## config.mk

```make
export PLATFORM = sky130hd
export DESIGN_NAME = cdb_arbiter
export DESIGN_NICKNAME = d
export VERILOG_FILES = /design/src/rtl/cdb_arbiter_pkg.sv /design/src/rtl/cdb_arbiter_rr_arbiter.sv /design/src/rtl/cdb_arbiter.sv
export SDC_FILE = /design/constraint.sdc
export NUM_CORES = 1
export LEC_CHECK = 0
export BUFFER_PORTS_ARGS = -buffer_cell sky130_fd_sc_hd__buf_4
export CORE_MARGIN = 4
export CORE_UTILIZATION = 50
export DETAILED_ROUTE_END_ITERATION = 6
export GPL_ROUTABILITY_DRIVEN = 0
export PLACE_DENSITY = 0.76
export SLEW_MARGIN = 25
export SYNTH_ARGS = -nofsm -noshare
export SYNTH_HDL_FRONTEND = slang
export SYNTH_SLANG_ARGS = --single-unit
```

## constraint.sdc

```tcl
create_clock -name clk -period 7.71 [get_ports clk]
set_input_delay 0 -clock clk [delete_from_list [all_inputs] [get_ports clk]]
set_output_delay 0 -clock clk [all_outputs]
set_load 0.02 [all_outputs]
```

## src/rtl/cdb_arbiter_pkg.sv

```systemverilog
// Shared processor definitions for the result broadcast path.
// Tag/index widths, FU count and FU slot numbering.
package cdb_arbiter_pkg;

  localparam int NUM_FU  = 3;
  localparam int PRF_IDX = 6;
  localparam int ROB_IDX = 5;
  localparam int DATA_W  = 64;

  localparam int FU_ALU  = 0;
  localparam int FU_MULT = 1;
  localparam int FU_MEM  = 2;

  function automatic int ptr_w(input int n);
    return (n > 1) ? $clog2(n) : 1;
  endfunction

endpackage

```

## src/rtl/cdb_arbiter_rr_arbiter.sv

```systemverilog
// Round-robin arbiter: first requester at or above ptr, wrapping.
// Pure combinational; reusable by any scheduler.
module rr_arbiter
  import cdb_arbiter_pkg::*;
#(
  parameter int N  = 3,
  parameter int PW = (N > 1) ? $clog2(N) : 1
) (
  input  logic [N-1:0]  req,
  input  logic [PW-1:0] ptr,
  output logic [N-1:0]  gnt
);

  logic found;
  int   idx;

  // Scan upward from ptr modulo N, grant the first request seen
  always_comb begin
    gnt   = '0;
    found = 1'b0;
    idx   = 0;
    for (int k = 0; k < N; k++) begin
      idx = (int'(ptr) + k) % N;
      if (!found && req[idx]) begin
        gnt[idx] = 1'b1;
        found    = 1'b1;
      end
    end
  end

endmodule

```

## src/rtl/cdb_arbiter.sv

```systemverilog
// Common data bus arbiter: one result buffer per FU,
// round-robin broadcast of one buffered result per cycle.
module cdb_arbiter
  import cdb_arbiter_pkg::*;
#(
  parameter int NUM_FU  = cdb_arbiter_pkg::NUM_FU,
  parameter int PRF_IDX = cdb_arbiter_pkg::PRF_IDX,
  parameter int ROB_IDX = cdb_arbiter_pkg::ROB_IDX,
  parameter int DATA_W  = cdb_arbiter_pkg::DATA_W
) (
  input  logic                      clk,
  input  logic                      reset,
  input  logic [NUM_FU-1:0]         fu_done,
  input  logic [NUM_FU*PRF_IDX-1:0] fu_tag,
  input  logic [NUM_FU*ROB_IDX-1:0] fu_rob_idx,
  input  logic [NUM_FU*DATA_W-1:0]  fu_value,
  input  logic                      flush,
  output logic [NUM_FU-1:0]         fu_free,
  output logic                      cdb_valid,
  output logic [PRF_IDX-1:0]        cdb_tag,
  output logic [ROB_IDX-1:0]        cdb_rob_idx,
  output logic [DATA_W-1:0]         cdb_value
);

  localparam int PW = ptr_w(NUM_FU);

  logic [NUM_FU-1:0]  buf_valid;
  logic [PRF_IDX-1:0] buf_tag   [NUM_FU];
  logic [ROB_IDX-1:0] buf_rob   [NUM_FU];
  logic [DATA_W-1:0]  buf_value [NUM_FU];
  logic [PW-1:0]      rr_ptr;
  logic [PW-1:0]      ptr_next;
  logic [NUM_FU-1:0]  grant;
  logic [NUM_FU-1:0]  load;
  logic               active;

  rr_arbiter #(
    .N  (NUM_FU),
    .PW (PW)
  ) u_rr (
    .req (buf_valid),
    .ptr (rr_ptr),
    .gnt (grant)
  );

  assign active    = ~flush & ~reset;
  assign fu_free   = (~buf_valid | grant) & {NUM_FU{active}};
  assign load      = fu_done & fu_free;
  assign cdb_valid = (|grant) & active;

  // Broadcast the granted buffer; all-zero when nothing goes out
  always_comb begin
    cdb_tag     = '0;
    cdb_rob_idx = '0;
    cdb_value   = '0;
    for (int i = 0; i < NUM_FU; i++) begin
      if (cdb_valid && grant[i]) begin
        cdb_tag     = buf_tag[i];
        cdb_rob_idx = buf_rob[i];
        cdb_value   = buf_value[i];
      end
    end
  end

  // Pointer moves just past the winner; idle cycles hold it
  always_comb begin
    ptr_next = rr_ptr;
    for (int i = 0; i < NUM_FU; i++) begin
      if (grant[i])
        ptr_next = (i == NUM_FU - 1) ? '0 : PW'(i + 1);
    end
  end

  // Buffer fill/drain and pointer state
  always_ff @(posedge clk) begin
    if (reset) begin
      buf_valid <= '0;
      rr_ptr    <= '0;
      for (int i = 0; i < NUM_FU; i++) begin
        buf_tag[i]   <= '0;
        buf_rob[i]   <= '0;
        buf_value[i] <= '0;
      end
    end else if (flush) begin
      buf_valid <= '0;
    end else begin
      rr_ptr <= ptr_next;
      for (int i = 0; i < NUM_FU; i++) begin
        if (load[i]) begin
          buf_valid[i] <= 1'b1;
          buf_tag[i]   <= fu_tag[i*PRF_IDX +: PRF_IDX];
          buf_rob[i]   <= fu_rob_idx[i*ROB_IDX +: ROB_IDX];
          buf_value[i] <= fu_value[i*DATA_W +: DATA_W];
        end else if (grant[i]) begin
          buf_valid[i] <= 1'b0;
        end
      end
    end
  end

  // A result offered to a busy slot is dropped; flag it
  always_ff @(posedge clk) begin
    if (!reset && !flush)
      assert ((fu_done & ~fu_free) == '0)
      else $warning("cdb_arbiter: fu_done on busy FU %b dropped",
                    fu_done & ~fu_free);
  end

endmodule

```

== Yosys cells after proc, flatten, opt, wreduce, memory -nomap -nowiden ==
Memory sizes are Yosys's and may differ from the RTL's.
Index checks and enable logic that the tools add are counted.
Cells by class
  $lt $le $gt $ge: 6
  multiply operators: 0
  bitwise operators: 19
  mux-type cells: 61
  divide/modulo/power cells: 3
  reduce and logical (&&, ||, !) cells: 17
  $add $sub $neg: 2
  equal/unequal tests: 0
  shift-type cells: 0
Operator list (count)
  2-to-1 mux 64 bit: 6
  >= comparator 32 x 1 -> 1 bit (second input constant): 3
  < comparator 32 x 4 -> 1 bit (second input constant): 3
  remainder unit 32 x 3 -> 32 bit (second input constant): 2
  2-to-1 mux 6 bit: 6
  remainder unit 3 x 3 -> 32 bit (second input constant): 1
  2-to-1 mux 1 bit: 31
  2-to-1 mux 5 bit: 6
  2-to-1 mux 3 bit: 3
  bitwise OR 1 bit: 9
  bitwise OR 3 bit: 3
  logical AND 1 bit: 8
  AND 3 bit: 2
  binary-select mux 1 bit (select 2 bit): 3
  demux 1 bit (select 2 bit): 3
  2-to-1 mux 2 bit: 3
  nonzero test 2 bit: 3
  adder 2 x 1 -> 3 bit (second input constant): 1
  adder 2 x 2 -> 3 bit (second input constant): 1
  inverter 3 bit: 1
  nonzero test 3 bit: 1
  OR reduction 3 bit: 1
  AND 1 bit: 2
  zero test 1 bit: 2
  3 further kinds: 4
Storage, ports and cells
  bits in latches: 0
  ROM bits: 0
  memory bits (writable): 225
  bits in registers: 5
  memories: 3
  output and inout bits: 79
  bits of input ports: 231
Memories
  buf_value: words 3, width 64, read ports 3, clocked after memory_dff 0, write ports 3, RTL line cdb_arbiter.sv:30  | logic [DATA_W-1:0] buf_value [NUM_FU];
  buf_tag: words 3, width 6, read ports 3, clocked after memory_dff 0, write ports 3, RTL line cdb_arbiter.sv:28  | logic [PRF_IDX-1:0] buf_tag [NUM_FU];
  buf_rob: words 3, width 5, read ports 3, clocked after memory_dff 0, write ports 3, RTL line cdb_arbiter.sv:29  | logic [ROB_IDX-1:0] buf_rob [NUM_FU];

== Depth between registers and ports, before layout ==
Gate-level depths: netlist of the first run.
  depth in word-level cells: 19
  gate-level depth with buffers: 11
  gate-level depth less buffers: 7

== By module ==
From an unflattened synthesis of the first run, not the netlist that was laid out.
Second synthesis, totals
  cell total of the unflattened synthesis: 1078
  area total of the unflattened synthesis: 11493.5 µm²
Modules (own cells, without submodules)
  cdb_arbiter: area an instance 11228.3 µm², cells each 1043, instances 1
  rr_arbiter: area an instance 265.3 µm², cells each 35, instances 1

== Least setup slack after synthesis of the first run ==
No wires, ideal clock.
  path type: register to register
  start: register rr_ptr[0]
  end: memory buf_rob[0][0], enable pin
  arrival: 5.252 ns
  required time: 7.187 ns
  path buffers: 3
  stages on the path, launching flop included: 11
  path slack: 1.935 ns
  setup time: 0.523 ns
  cell sequence: dfxtp_1 -> inv_1 -> ha_1 -> buf_2 -> nand3b_1 -> o21ai_0 -> nor4bb_1 -> buf_2 -> buf_2 -> nor3_1 -> o21bai_1
RTL lines
  start: declaration: RTL line cdb_arbiter.sv:31  | logic [PW-1:0] rr_ptr;
  start signal: assignment: RTL line cdb_arbiter.sv:87  | rr_ptr <= ptr_next;
  end: declaration: RTL line cdb_arbiter.sv:29

==> metrics.md, run 1 <==
| Metric | Value |
|---|---|
| Worst EP required | `approximately 7.9 ns` |
| Number of DRC markers in iteration 0 | `~1500` |
| Status | `finished with violations` |
| Hold Path Class | `input pin to register` |
| Synthesized cell area | `around 0.012 mm^2` |
| Initial Util | `0.5117` |
| Finished layout cell area | `around 0.018 mm^2` |
| Sw Share | `0.2491` |
| Layout area overhead | `46.23%` |
| DRT antenna net count | `0` |
| Mean Syn Cell Area | `around 10 um^2` |
| Final min period | `around 4.4 ns` |
| CP startpoint kind | `register` |
| Clock tree buffer depth | `3` |
| DIE HEIGHT | `163.7 um` |
| Vias in the first global route | `around 12000` |
| Clock Power Share | `0.357` |
| Top cells by area, synth | `edfxtp_1 (56%), a31oi_1 (16%), inv_1 (7.2%)` |
| Worst hold stages | `4` |
| I/O Buffers | `about 300` |
| Layout cell share with drive strength beyond 1 | `0.2249` |
| Worst-margin pin slew | `approximately 1.1 ns` |
| GRT Resource Usage Total | `0.3113` |
| Setup Total Neg Slack | `0 ns` |
| Crit-path max FO | `79` |
| Place WS | `roughly 3.1 ns` |
| Mapped Nets | `about 1400` |
| I/O Pins | `310` |
| Slew Limit Fails | `0` |
| Critical Path Slowest Stage Cell | `buf_4` |
| Critical path's top delay family | `buffers and inverters` |
| Final hold slack | `0.3257 ns` |
| Int Power | `roughly 2.4 mW` |
| Final core utilization | `0.7483` |
| Combinational power share | `0.167` |
| Maxcap violations | `0` |
| YS warnings | `0` |
| Nets | `between 1500 and 2000` |
| Dpl cell area | `between 0.01 and 0.015 mm^2` |
| Clk sinks | `between 200 and 250` |
| DR vias | `around 12000` |
| Most frequent cell on the critical path | `buf_4` |
| Via density | `between 6 and 7` |
| Worst path max stage delay | `0.67 ns` |
| CTS buffer count | `25` |
| Final-report hold violation count | `0` |
| Share of the synthesized area in the top cell type | `0.5575` |
| RSZ-0062 raised after global routing | `no` |
| Number of gates resized after cts | `0` |
| Clock transition at the registers of the reported paths | `0.06 ns` |
| DR DRC count | `3` |
| CTS tree | `yes` |
| Sequential Power Share | `0.476` |
| Worst IR drop on VDD | `~130 uV` |
| Static Leak | `7.478 nW` |
| Yosys reg bits | `230` |
| Hold buffers post-CTS | `232` |
| Mapped Cells | `approximately 1200` |
| Failing checks | `DRC` |
| Stages on the worst setup path | `10` |
| WP data arrival | `between 4 and 5 ns` |
| First-pass GRT wire length | `66210 um` |
| Synth unique cells | `40` |
| Worst-path cell chain | `inv_1 > ha_1 > nand2b_1 > o32ai_1 > a211o_2 > buf_4 > nor3_1 > o21bai_4 > buf_16 > buf_4` |
| FF-to-FF path depth | `10` |
| Area leader, netlist | `edfxtp_1` |
| CTS H-tree lvls | `1` |
| Number of rows created at floorplan | `56` |
| Fillers | `1429` |
| Postcts setup bufs | `0` |
| Wirelength per Cell | `22.05 um` |
| NetSw | `~0.8 mW` |
| Largest net degree at the start of global routing | `between 200 and 250` |
| Final setup margin | `3.356 ns` |
| # setup viols final | `0` |
| Sequential share of the synthesized area | `0.5658` |
| Final wirelength | `43850 um` |
| Die area | `~0.027 mm^2` |
| Die Wd | `163.7 um` |
| GRT Residual Overflow | `0` |
| Worst Skew | `approximately 0.017 ns` |
| Core box area | `around 0.024 mm^2` |
| DRT Pass-1 Iters | `7` |
| Critical path class | `register to register` |
| Dpl hpwl | `roughly 23000 um` |
| Final period util | `0.5648` |
| Setup crit end kind | `register` |
| Slew HR | `0.2589` |
| Crit path buf inv count | `4` |
| Antenna violations before repair | `6` |
| Fmax | `229.6 MHz` |
| PwrDens | `between 150 and 200 mW/mm^2` |
| Root buf cell | `clkbuf_16` |
| Worst-Skew Late Latency | `roughly 0.52 ns` |
==> logic make-up after synthesis <==
family	Yosys count	synth area share
adders and majority gates	4	0.004130
muxes	2	0.001652
AOI/OAI and AO/OA	485	0.2700
buffers and inverters	377	0.1198
DFF	230	0.5658
and+or+nand+nor	109	0.03872
==> per-layer routing <==
metal  track usage  part of all wire
met5             0                 0
met4        0.1430             0.047
met3       0.05526             0.098
met2        0.5284              0.50
met1        0.3890              0.35
==> through the flow <==
stage,instances,power [mW]
floorplan,1207,1.773
global placement,1701,1.958
detailed placement,1704,1.974
CTS,1980,3.192
global route,1988,3.311
finish,1988,3.216
==> flip-flops by register name, indices dropped and copies added, names as in the netlist <==
signal,cells
buf_rob,15
buf_valid,3
buf_value,192
buf_tag,18
rr_ptr,2
==> cell type report <==
cell class / count / area (um^2) / share of cell area
flip-flops and latches: 230 / 6857 / 0.3869
inverters: 231 / 867.1 / 0.04893
diodes: 6 / 15.01 / 0.0008472
well taps: 319 / 399.1 / 0.02252
clock inverters: 8 / 65.06 / 0.003671
repair buffers: 558 / 4891 / 0.2760
clock buffers: 36 / 706.9 / 0.03989
multi-input cells: 600 / 3921 / 0.2213
==> placed cells by master (no fill, tap or decap), types with 3 or more instances in the layout <==
cell type      synthesis  layout
inv_1                231     231
nand2_1               80      80
o211ai_1              78      78
a211oi_1              75      75
buf_4                  0     318
a31oi_1              301     301
o21ai_0                7       6
dlygate4sd3_1          0     232
clkbuf_16              0      25
clkbuf_1              98       7
nor2_1                 6       6
ha_1                   4       4
buf_12                 0       3
nor2b_1                6       6
dfxtp_1                5       5
buf_16                 0       4
nand2b_1               6       4
clkbuf_8               0       4
diode_2                0       6
edfxtp_1             225     225
clkinv_1               0       3
clkinv_2               0       3
==> cell usage after synthesis (all sizes together) <==
cell type	n
nand3b	1
or2	1
o32ai	1
o2111a	2
inv	231
buf	48
a2bb2oi	1
nor4bb	1
a211o	1
nand4b	1
and3	1
nor3	2
o211a	1
o21ai	9
o21bai	2
o311ai	1
nand2	80
a211oi	75
a21oi	4
o31a	1
clkbuf	98
a21bo	1
edfxtp	225
a31oi	301
o21a	2
nand3	2
and2	2
nor2b	6
a221o	1
o211ai	78
a21o	2
ha	4
mux2i	2
dfxtp	5
a21boi	1
nand2b	6
a221oi	1
nor2	6
==> power groups by stage <==
stage          Sequential, mW  Combinational, mW  Clock [mW]
3_5_place_dp             1.55              0.420           0
2_1_floorplan            1.55              0.224           0
5_1_grt                  1.54              0.571        1.20
4_1_cts                  1.53              0.517        1.15
6_report                 1.53              0.538        1.15
3_3_place_gp             1.55              0.408           0
==> worst min-delay path, cell delays in order <==
cell and delay, ns:
dlygate4sd3_1 0.54, buf_4 0.14, inv_1 0.04, a21oi_1 0.05
==> path summary, 6_finish.rpt <==
check	startpoint	endpoint	slack, ns
hold / removal	fu_done[2]	buf_valid[2]$_SDFFE_PP0P_	0.33
hold reg to reg	rr_ptr[1]$_SDFFE_PP0P_	rr_ptr[1]$_SDFFE_PP0P_	0.77
setup reg to reg	rr_ptr[1]$_SDFFE_PP0P_	buf_value[0][63]$_SDFFCE_PN0P_	3.36
setup / recovery	rr_ptr[1]$_SDFFE_PP0P_	buf_value[0][63]$_SDFFCE_PN0P_	3.36
Power figures use the tool's default switching activity.
==> run 2: changes to the inputs <==
--- a/config.mk
+++ b/config.mk
@@ -7,10 +7,10 @@
 export LEC_CHECK = 0
 export BUFFER_PORTS_ARGS = -buffer_cell sky130_fd_sc_hd__buf_4
 export CORE_MARGIN = 4
-export CORE_UTILIZATION = 50
+export CORE_UTILIZATION = 49
 export DETAILED_ROUTE_END_ITERATION = 6
 export GPL_ROUTABILITY_DRIVEN = 0
-export PLACE_DENSITY = 0.76
+export PLACE_DENSITY = 0.78
 export SLEW_MARGIN = 25
 export SYNTH_ARGS = -nofsm -noshare
 export SYNTH_HDL_FRONTEND = slang
==> constraint.sdc (replaced) <==
create_clock -name clk -period 3.6 [get_ports clk]
set_input_delay 0 -clock clk [delete_from_list [all_inputs] [get_ports clk]]
set_output_delay 0 -clock clk [all_outputs]
set_load 0.02 [all_outputs]
==> run 2 against run 1 <==
  * The run now ends clean
  * Critical endpoint is now cdb_value[32]
  * Wire length up 3.3%
  * Critical path type is now register to primary output
  * Via count up 1.2%
  * Combinational power up 120%
  * Register-to-register slack worse by 3.1 ns
  * Count of clock-buffer cells in the layout down 8
  * First-iteration DRC count up 5.1%
  * Largest cell class unchanged
==> metrics.md, run 2 (synthesized netlist as in run 1, its figures left out) <==
| Metric | Value |
|---|---|
| Largest net degree at the start of global routing | `226 (-0.44%)` |
| Layout cell share with drive strength beyond 1 | `0.2347 (+0.009769)` |
| Int Power | `5.030 mW (+110%)` |
| Via density | `6.134 (about the same)` |
| Setup Total Neg Slack | `0 ns (unchanged)` |
| Register-to-register setup slack | `0.28 ns (-3.08 ns)` |
| GRT Residual Overflow | `0 (unchanged)` |
| CP startpoint kind | `register` |
| Final period util | `0.9372` |
| DR vias | `12330 (+1.2%)` |
| Worst-Skew Late Latency | `0.52 ns (about the same)` |
| Clock Power Share | `0.345 (-0.012)` |
| Slew Limit Fails | `0 (unchanged)` |
| CTS tree | `yes` |
| Status | `completed` |
| Dpl hpwl | `23350 um (+3.0%)` |
| PwrDens | `381.4 mW/mm^2 (+110%)` |
| # setup viols final | `0 (unchanged)` |
| Sw Share | `0.2610 (+0.01189)` |
| Hold_sp | `fu_done[2]` |
| DIE HEIGHT | `165.3 um (+0.97%)` |
| Postcts setup bufs | `0 (unchanged)` |
| Clock transition at the registers of the reported paths | `0.06 ns (about the same)` |
| Worst IR drop on VDD | `360.1 uV (+170%)` |
| NetSw | `1.777 mW (+120%)` |
| Wirelength per Cell | `22.54 um (+2.2%)` |
| First-pass GRT wire length | `68600 um (+3.6%)` |
| Total power | `6.806 mW (+110%)` |
| Root buf cell | `clkbuf_16` |
| Clock tree buffer depth | `3 (unchanged)` |
| Top Registers | `buf_value (192), buf_tag (18), buf_rob (15)` |
| Crit-path max FO | `60 (-24%)` |
| Die area | `0.02731 mm^2 (+1.9%)` |
| Combinational power share | `0.173 (+0.006)` |
| Worst hold stages | `4 (unchanged)` |
| Seq. cell area | `0.006857 mm^2 (unchanged)` |
| Final wirelength | `45310 um (+3.3%)` |
| Final-report hold violation count | `0 (unchanged)` |
| Nets | `1895 (+0.74%)` |
| Sequential Power Share | `0.482 (+0.006)` |
| Fmax | `between 200 and 300 MHz` |
| GRT Resource Usage Total | `0.3201 (+0.008760)` |
| Final min period | `roughly 3.4 ns` |
| Largest register FFs | `192 (unchanged)` |
| CTS H-tree lvls | `1 (unchanged)` |
| I/O Buffers | `309 (unchanged)` |
| Multi-input gate area | `0.003946 mm^2 (+0.64%)` |
| Worst Skew | `0.01298 ns (-0.004283 ns)` |
| Critical path class | `register to primary output` |
| DRT antenna net count | `0 (unchanged)` |
| Setup crit end kind | `primary output` |
| Biggest register | `buf_value` |
| Worst EP required | `3.60 ns (-4.25 ns)` |
| Number of rows created at floorplan | `57 (+1.8%)` |
| WP data arrival | `3.37 ns (-1.13 ns)` |
| I/O Pins | `310 (unchanged)` |
| CTS buffer count | `25 (unchanged)` |
| Core box area | `0.02432 mm^2 (+2.7%)` |
| Layout area overhead | `47.24%` |
| Most frequent cells in the layout | `buf_4 (323), a31oi_1 (301), dlygate4sd3_1 (232)` |
| FF-to-FF Start | `rr_ptr[0]$_SDFFE_PP0P_` |
| Reg2reg end | `buf_value[0][46]$_SDFFCE_PN0P_` |
| Clk sinks | `230 (unchanged)` |
| Hold Path Class | `input pin to register` |
| Slew HR | `0.1545 (-0.1044)` |
| Vias in the first global route | `12500 (+1.8%)` |
| Fillers | `1493 (+4.5%)` |
| Initial Util | `0.4983 (-0.01340)` |
| Maxcap violations | `0 (unchanged)` |
| Final core utilization | `0.7338 (-0.01455)` |
| Number of DRC markers in iteration 0 | `1549 (+5.1%)` |
| WHS Endpoint | `buf_valid[2]$_SDFFE_PP0P_` |
| Static Leak | `7.534 nW (+0.75%)` |
| FF-to-FF path depth | `8 (-2)` |
| RSZ-0062 raised after global routing | `no` |
| DR DRC count | `0 (-3)` |
| Antenna violations before repair | `6 (unchanged)` |
| Commonest non-fill, non-tap cell in the layout | `buf_4` |
| DRT Pass-1 Iters | `6 (-1)` |
| Worst-margin pin slew | `1.268 ns (+0.1566 ns)` |
| Die Wd | `165.3 um (+0.97%)` |
run 2: cell types whose count changed in the layout (fill, tap and decap cells not counted), sizes merged:
cell,change
and3,+1
bufinv,-1
buf,+12
diode,+1
clkinvlp,+3
clkinv,+8
clkbuf,-7
run 2: worst max-delay path by stage:
| stage | startpoint | to | slack [ns] | depth (start not counted) |
|---|---|---|---|---|
| floorplan | rr_ptr[0]$_SDFFE_PP0P_ | buf_rob[0][0]$_SDFFCE_PN0P_ | 0.23 | 10 |
| global placement | rr_ptr[0]$_SDFFE_PP0P_ | buf_value[0][32]$_SDFFCE_PN0P_ | 0.55 | 9 |
| detailed placement | rr_ptr[1]$_SDFFE_PP0P_ | buf_value[0][157]$_SDFFCE_PN0P_ | 0.49 | 9 |
| CTS | rr_ptr[1]$_SDFFE_PP0P_ | cdb_value[32] | 0.09 | 9 |
| global route | rr_ptr[1]$_SDFFE_PP0P_ | cdb_value[32] | 0.02 | 9 |
| finish | rr_ptr[1]$_SDFFE_PP0P_ | cdb_value[32] | 0.23 | 9 |
run 2: per-stage QoR:
step,hold slack (ns),cells,instance area (um^2),setup WS (ns)
after global routing,0.3345,2009,17840,0.01828
after CTS,0.2864,2002,17780,0.08775
after global placement,0.2537,1724,14720,0.5513
final,0.3149,2010,17840,0.2261
after floorplan,0.07870,1207,12140,0.2348
after detailed placement,0.2535,1724,14720,0.4889
run 2: final cells by class:
type	instances	area share
inverter	231	0.04859
multi-input combinational	601	0.2211
timing repair buffer	571	0.2814
tap	324	0.02272
antenna	7	0.0009816
clock inverter	18	0.005259
clock buffer	28	0.03569
sequential	230	0.3842
run 2: repair_timing:
action,CTS,global route
resized for setup,3,11
pin swaps,0,1
cloned,0,1
setup endpoints to repair,6,75
hold endpoints to repair,230,0
hold buffers,232,0
run 2: per-layer routing:
metal  wire length (um)  vias to the layer above  GRT usage
met3               4271                      199    0.06826
li1                   -                     5411          -
met4               2390                        0     0.1577
met1              16020                     5803     0.3892
met2              22630                      917     0.5412
met5                  0                        -          0
run 2: power groups by stage:
stage                     clock network, mW  logic, mW  registers [mW]
final                                  2.35       1.18            3.28
after global routing                   2.49       1.25            3.30
after CTS                              2.37       1.12            3.27
after detailed placement                  0      0.913            3.33
after global placement                    0      0.895            3.32
after floorplan                           0      0.482            3.31
run 2: critical path: stages (launching register included):
cell and delay [ns]:
dfxtp_1 0.34, inv_1 0.09, ha_1 0.43, nor2b_1 0.19, o21ai_0 0.21, nor4bb_4 0.41
buf_8 0.44, o211ai_1 0.16, a31oi_1 0.35, buf_4 0.21
==> run 3: changes to the inputs <==
--- a/config.mk
+++ b/config.mk
@@ -7,10 +7,10 @@
 export LEC_CHECK = 0
 export BUFFER_PORTS_ARGS = -buffer_cell sky130_fd_sc_hd__buf_4
 export CORE_MARGIN = 4
-export CORE_UTILIZATION = 49
+export CORE_UTILIZATION = 50
 export DETAILED_ROUTE_END_ITERATION = 6
 export GPL_ROUTABILITY_DRIVEN = 0
-export PLACE_DENSITY = 0.78
+export PLACE_DENSITY = 0.76
 export SLEW_MARGIN = 25
 export SYNTH_ARGS = -nofsm -noshare
 export SYNTH_HDL_FRONTEND = slang
==> constraint.sdc (replaced) <==
create_clock -name clk -period 3.22 [get_ports clk]
set_input_delay 0 -clock clk [delete_from_list [all_inputs] [get_ports clk]]
set_output_delay 0 -clock clk [all_outputs]
set_load 0.1 [all_outputs]
==> run 3 against run 2 <==
  * Sequential cell count is the same
  * The flow now finishes with violations (setup timing)
  * Die area is 1.9% lower
  * Count of clock-buffer cells in the layout increased by 4
  * Combinational power is 42% higher
  * Sequential power is 12% higher
  * Setup slack got worse by 0.23 ns
  * Worst hold slack got worse by 0.0098 ns
  * Non-clock buffer count grew 23
  * Critical path type is now register to register
  * Global-route usage increased by 0.84 points
==> metrics.md, run 3 (synthesized netlist as in run 1, its figures left out) <==
| Metric | Value |
|---|---|
| Slew Limit Fails | `0 (unchanged)` |
| # setup viols final | `1 (+1)` |
| Fillers | `1346 (-9.8%)` |
| Status | `finished with violations` |
| RSZ-0062 raised after global routing | `yes` |
| Worst-Skew Late Latency | `0.51 ns (about the same)` |
| Most frequent cell on the critical path | `buf_4` |
| Worst Skew | `0.01568 ns (+0.002703 ns)` |
| Fmax | `309.8 MHz` |
| CTS buffer count | `24 (-4.0%)` |
| Vias in the first global route | `12670 (+1.4%)` |
| Worst hold stages | `4 (unchanged)` |
| Final min period | `about 3.2 ns` |
| Setup crit start | `rr_ptr[1]$_SDFFE_PP0P_` |
| Final setup margin | `-0.008260 ns (-0.2343 ns)` |
| WP data arrival | `3.41 ns (+0.04 ns)` |
| Wirelength per Cell | `22.85 um (+1.4%)` |
| Sw Share | `0.2781 (+0.01711)` |
| Antenna violations before repair | `3 (-3)` |
| Int Power | `5.747 mW (+14%)` |
| Worst path max stage delay | `0.38 ns (-0.06 ns)` |
| First-pass GRT wire length | `69310 um (+1.0%)` |
| FF-to-FF Start | `rr_ptr[1]$_SDFFE_PP0P_` |
| Initial Util | `0.5117 (+0.01340)` |
| Crit-path max FO | `64 (+6.7%)` |
| DRT antenna net count | `0 (unchanged)` |
| Finished layout cell area | `0.01874 mm^2 (+5.0%)` |
| Worst IR drop on VDD | `304.8 uV (-15%)` |
| Number of rows created at floorplan | `56 (-1.8%)` |
| Nets | `1916 (+1.1%)` |
| Clock tree buffer depth | `3 (unchanged)` |
| Worst EP required | `3.40 ns (-0.20 ns)` |
| Number of DRC markers in iteration 0 | `1445 (-6.7%)` |
| Register-to-register setup slack | `-0.008 ns (-0.29 ns)` |
| FF-to-FF path depth | `12 (+4)` |
| CTS H-tree lvls | `1 (unchanged)` |
| I/O Buffers | `309 (unchanged)` |
| DR DRC count | `0 (unchanged)` |
| PwrDens | `424.9 mW/mm^2 (+11%)` |
| Reg2reg end | `buf_value[0][25]$_SDFFCE_PN0P_` |
| Combinational power share | `0.212 (+0.039)` |
| Clock transition at the registers of the reported paths | `0.07 ns (about the same)` |
| Worst-path cell chain | `inv_1 > ha_4 > nor2b_1 > o21ai_0 > nor4bb_4 > buf_4 > buf_4 > buf_4 > o311ai_4 > clkbuf_16 > buf_16 > a31oi_1` |
| Largest register FFs | `192 (unchanged)` |
| DR vias | `12370 (+0.34%)` |
| Layout area overhead | `54.62%` |
| Final period util | `1.003` |
| GRT Residual Overflow | `0 (unchanged)` |
| Largest net degree at the start of global routing | `226 (unchanged)` |
| Placed Instances | `1729 (+0.29%)` |
| Via density | `6.128 (-0.11%)` |
| Final core utilization | `0.7912 (+0.05745)` |
| I/O Pins | `310 (unchanged)` |
| Core box area | `0.02368 mm^2 (-2.6%)` |
| DRT Pass-1 Iters | `6 (unchanged)` |
| Dpl cell area | `0.01537 mm^2 (+4.4%)` |
| Dpl hpwl | `24330 um (+4.2%)` |
| Critical path's top delay family | `buffers and inverters` |
| Stages on the worst setup path | `12 (+3)` |
| Commonest non-fill, non-tap cell in the layout | `buf_4` |
| Die area | `0.02679 mm^2 (-1.9%)` |
| Most frequent cells in the layout | `buf_4 (320), dlygate4sd3_1 (232), inv_1 (230)` |
| CP startpoint kind | `register` |
| Top Registers | `buf_value (192), buf_tag (18), buf_rob (15)` |
| Biggest register | `buf_value` |
| Hold Path Class | `input pin to register` |
| Static Leak | `7.742 nW (+2.8%)` |
| Worst-margin pin slew | `1.117 ns (-0.1510 ns)` |
| Final hold slack | `0.3051 ns (-0.009784 ns)` |
| Die Wd | `163.7 um (-0.96%)` |
| Maxcap violations | `0 (unchanged)` |
| Setup Total Neg Slack | `-0.008260 ns (-0.008260 ns)` |
| Setup crit end kind | `register` |
| Root buf cell | `clkbuf_16` |
| Sequential Power Share | `0.461 (-0.021)` |
| GRT Resource Usage Total | `0.3285 (+0.008442)` |
| CTS tree | `yes` |
| Clock Power Share | `0.328 (-0.017)` |
| DIE HEIGHT | `163.7 um (-0.96%)` |
| Failing checks | `setup timing` |
| Crit path capture | `buf_value[0][25]$_SDFFCE_PN0P_` |
| Final wirelength | `46140 um (+1.8%)` |
| Non-Filler Instances | `2019 (+0.45%)` |
| Final-report hold violation count | `0 (unchanged)` |
| Slew HR | `0.2551 (+0.1007)` |
| Layout cell share with drive strength beyond 1 | `0.2889 (+0.05425)` |
| Critical path class | `register to register` |
| Clk sinks | `230 (unchanged)` |
| Critical Path Slowest Stage Cell | `dfxtp_2` |
| Crit path buf inv count | `6 (+3)` |
| NetSw | `2.214 mW (+25%)` |
run 3: cell types whose count changed in the layout (fill, tap and decap cells not counted), moves of 4 or more:
cell | previous run | this run
a31oi_1 | 301 | 225
a31oi_2 | 0 | 76
buf_12 | 10 | 15
buf_6 | 4 | 20
clkbuf_1 | 3 | 7
clkbuf_16 | 25 | 29
run 3: cell type report:
type | instances | area (um^2) | area share
Timing Repair Buffer | 594 | 5433 | 0.2899
Inverter | 231 | 867.1 | 0.04627
Clock inverter | 9 | 66.31 | 0.003539
Clock buffer | 32 | 651.9 | 0.03479
Tap cell | 319 | 399.1 | 0.02130
Sequential cell | 230 | 6859 | 0.3661
Multi-Input combinational cell | 600 | 4452 | 0.2376
Antenna cell | 4 | 10.01 | 0.0005342
run 3: through the flow:
stage | setup slack, ns | power (mW)
2_1_floorplan | -0.02227 | 4.558
3_3_place_gp | 0.3256 | 5.062
3_5_place_dp | 0.1832 | 5.094
4_1_cts | 0.01235 | 7.898
5_1_grt | -0.06019 | 8.197
6_report | -0.008260 | 7.961
run 3: worst min-delay path by stage:
stage,end,start,slack (ns)
floorplan,rr_ptr[0]$_SDFFE_PP0P_,reset,0.07
CTS,buf_valid[2]$_SDFFE_PP0P_,fu_done[2],0.27
detailed placement,rr_ptr[0]$_SDFFE_PP0P_,reset,0.24
global placement,rr_ptr[0]$_SDFFE_PP0P_,reset,0.23
global route,buf_valid[2]$_SDFFE_PP0P_,fu_done[2],0.33
finish,buf_valid[2]$_SDFFE_PP0P_,fu_done[2],0.31
run 3: per-layer routing:
metal / up-vias / global-route usage / part of all wire
met1: 5850 / 0.3812 / 0.34
met4: 0 / 0.1578 / 0.053
li1: 5445 / - / -
met5: - / 0 / 0
met2: 901 / 0.5780 / 0.50
met3: 176 / 0.07040 / 0.099
run 3: what timing repair did:
item	in CTS	in global routing
pin swaps	1	4
hold endpoints to repair	230	0
gates cloned	0	4
setup buffers	1	8
hold buffers	232	0
gates resized for setup	14	24
endpoints found under the setup margin	76	142
run 3: tightest hold or removal path, stage by stage:
cell and delay, ns:
dlygate4sd3_1 0.53, buf_4 0.11, inv_1 0.03, a21oi_1 0.10
run 3: power groups by stage:
stage | clock network [mW] | logic [mW] | registers (mW)
after floorplan | 0 | 0.858 | 3.70
after global placement | 0 | 1.35 | 3.71
after detailed placement | 0 | 1.37 | 3.72
after CTS | 2.63 | 1.61 | 3.66
after global routing | 2.75 | 1.76 | 3.68
final | 2.61 | 1.68 | 3.67
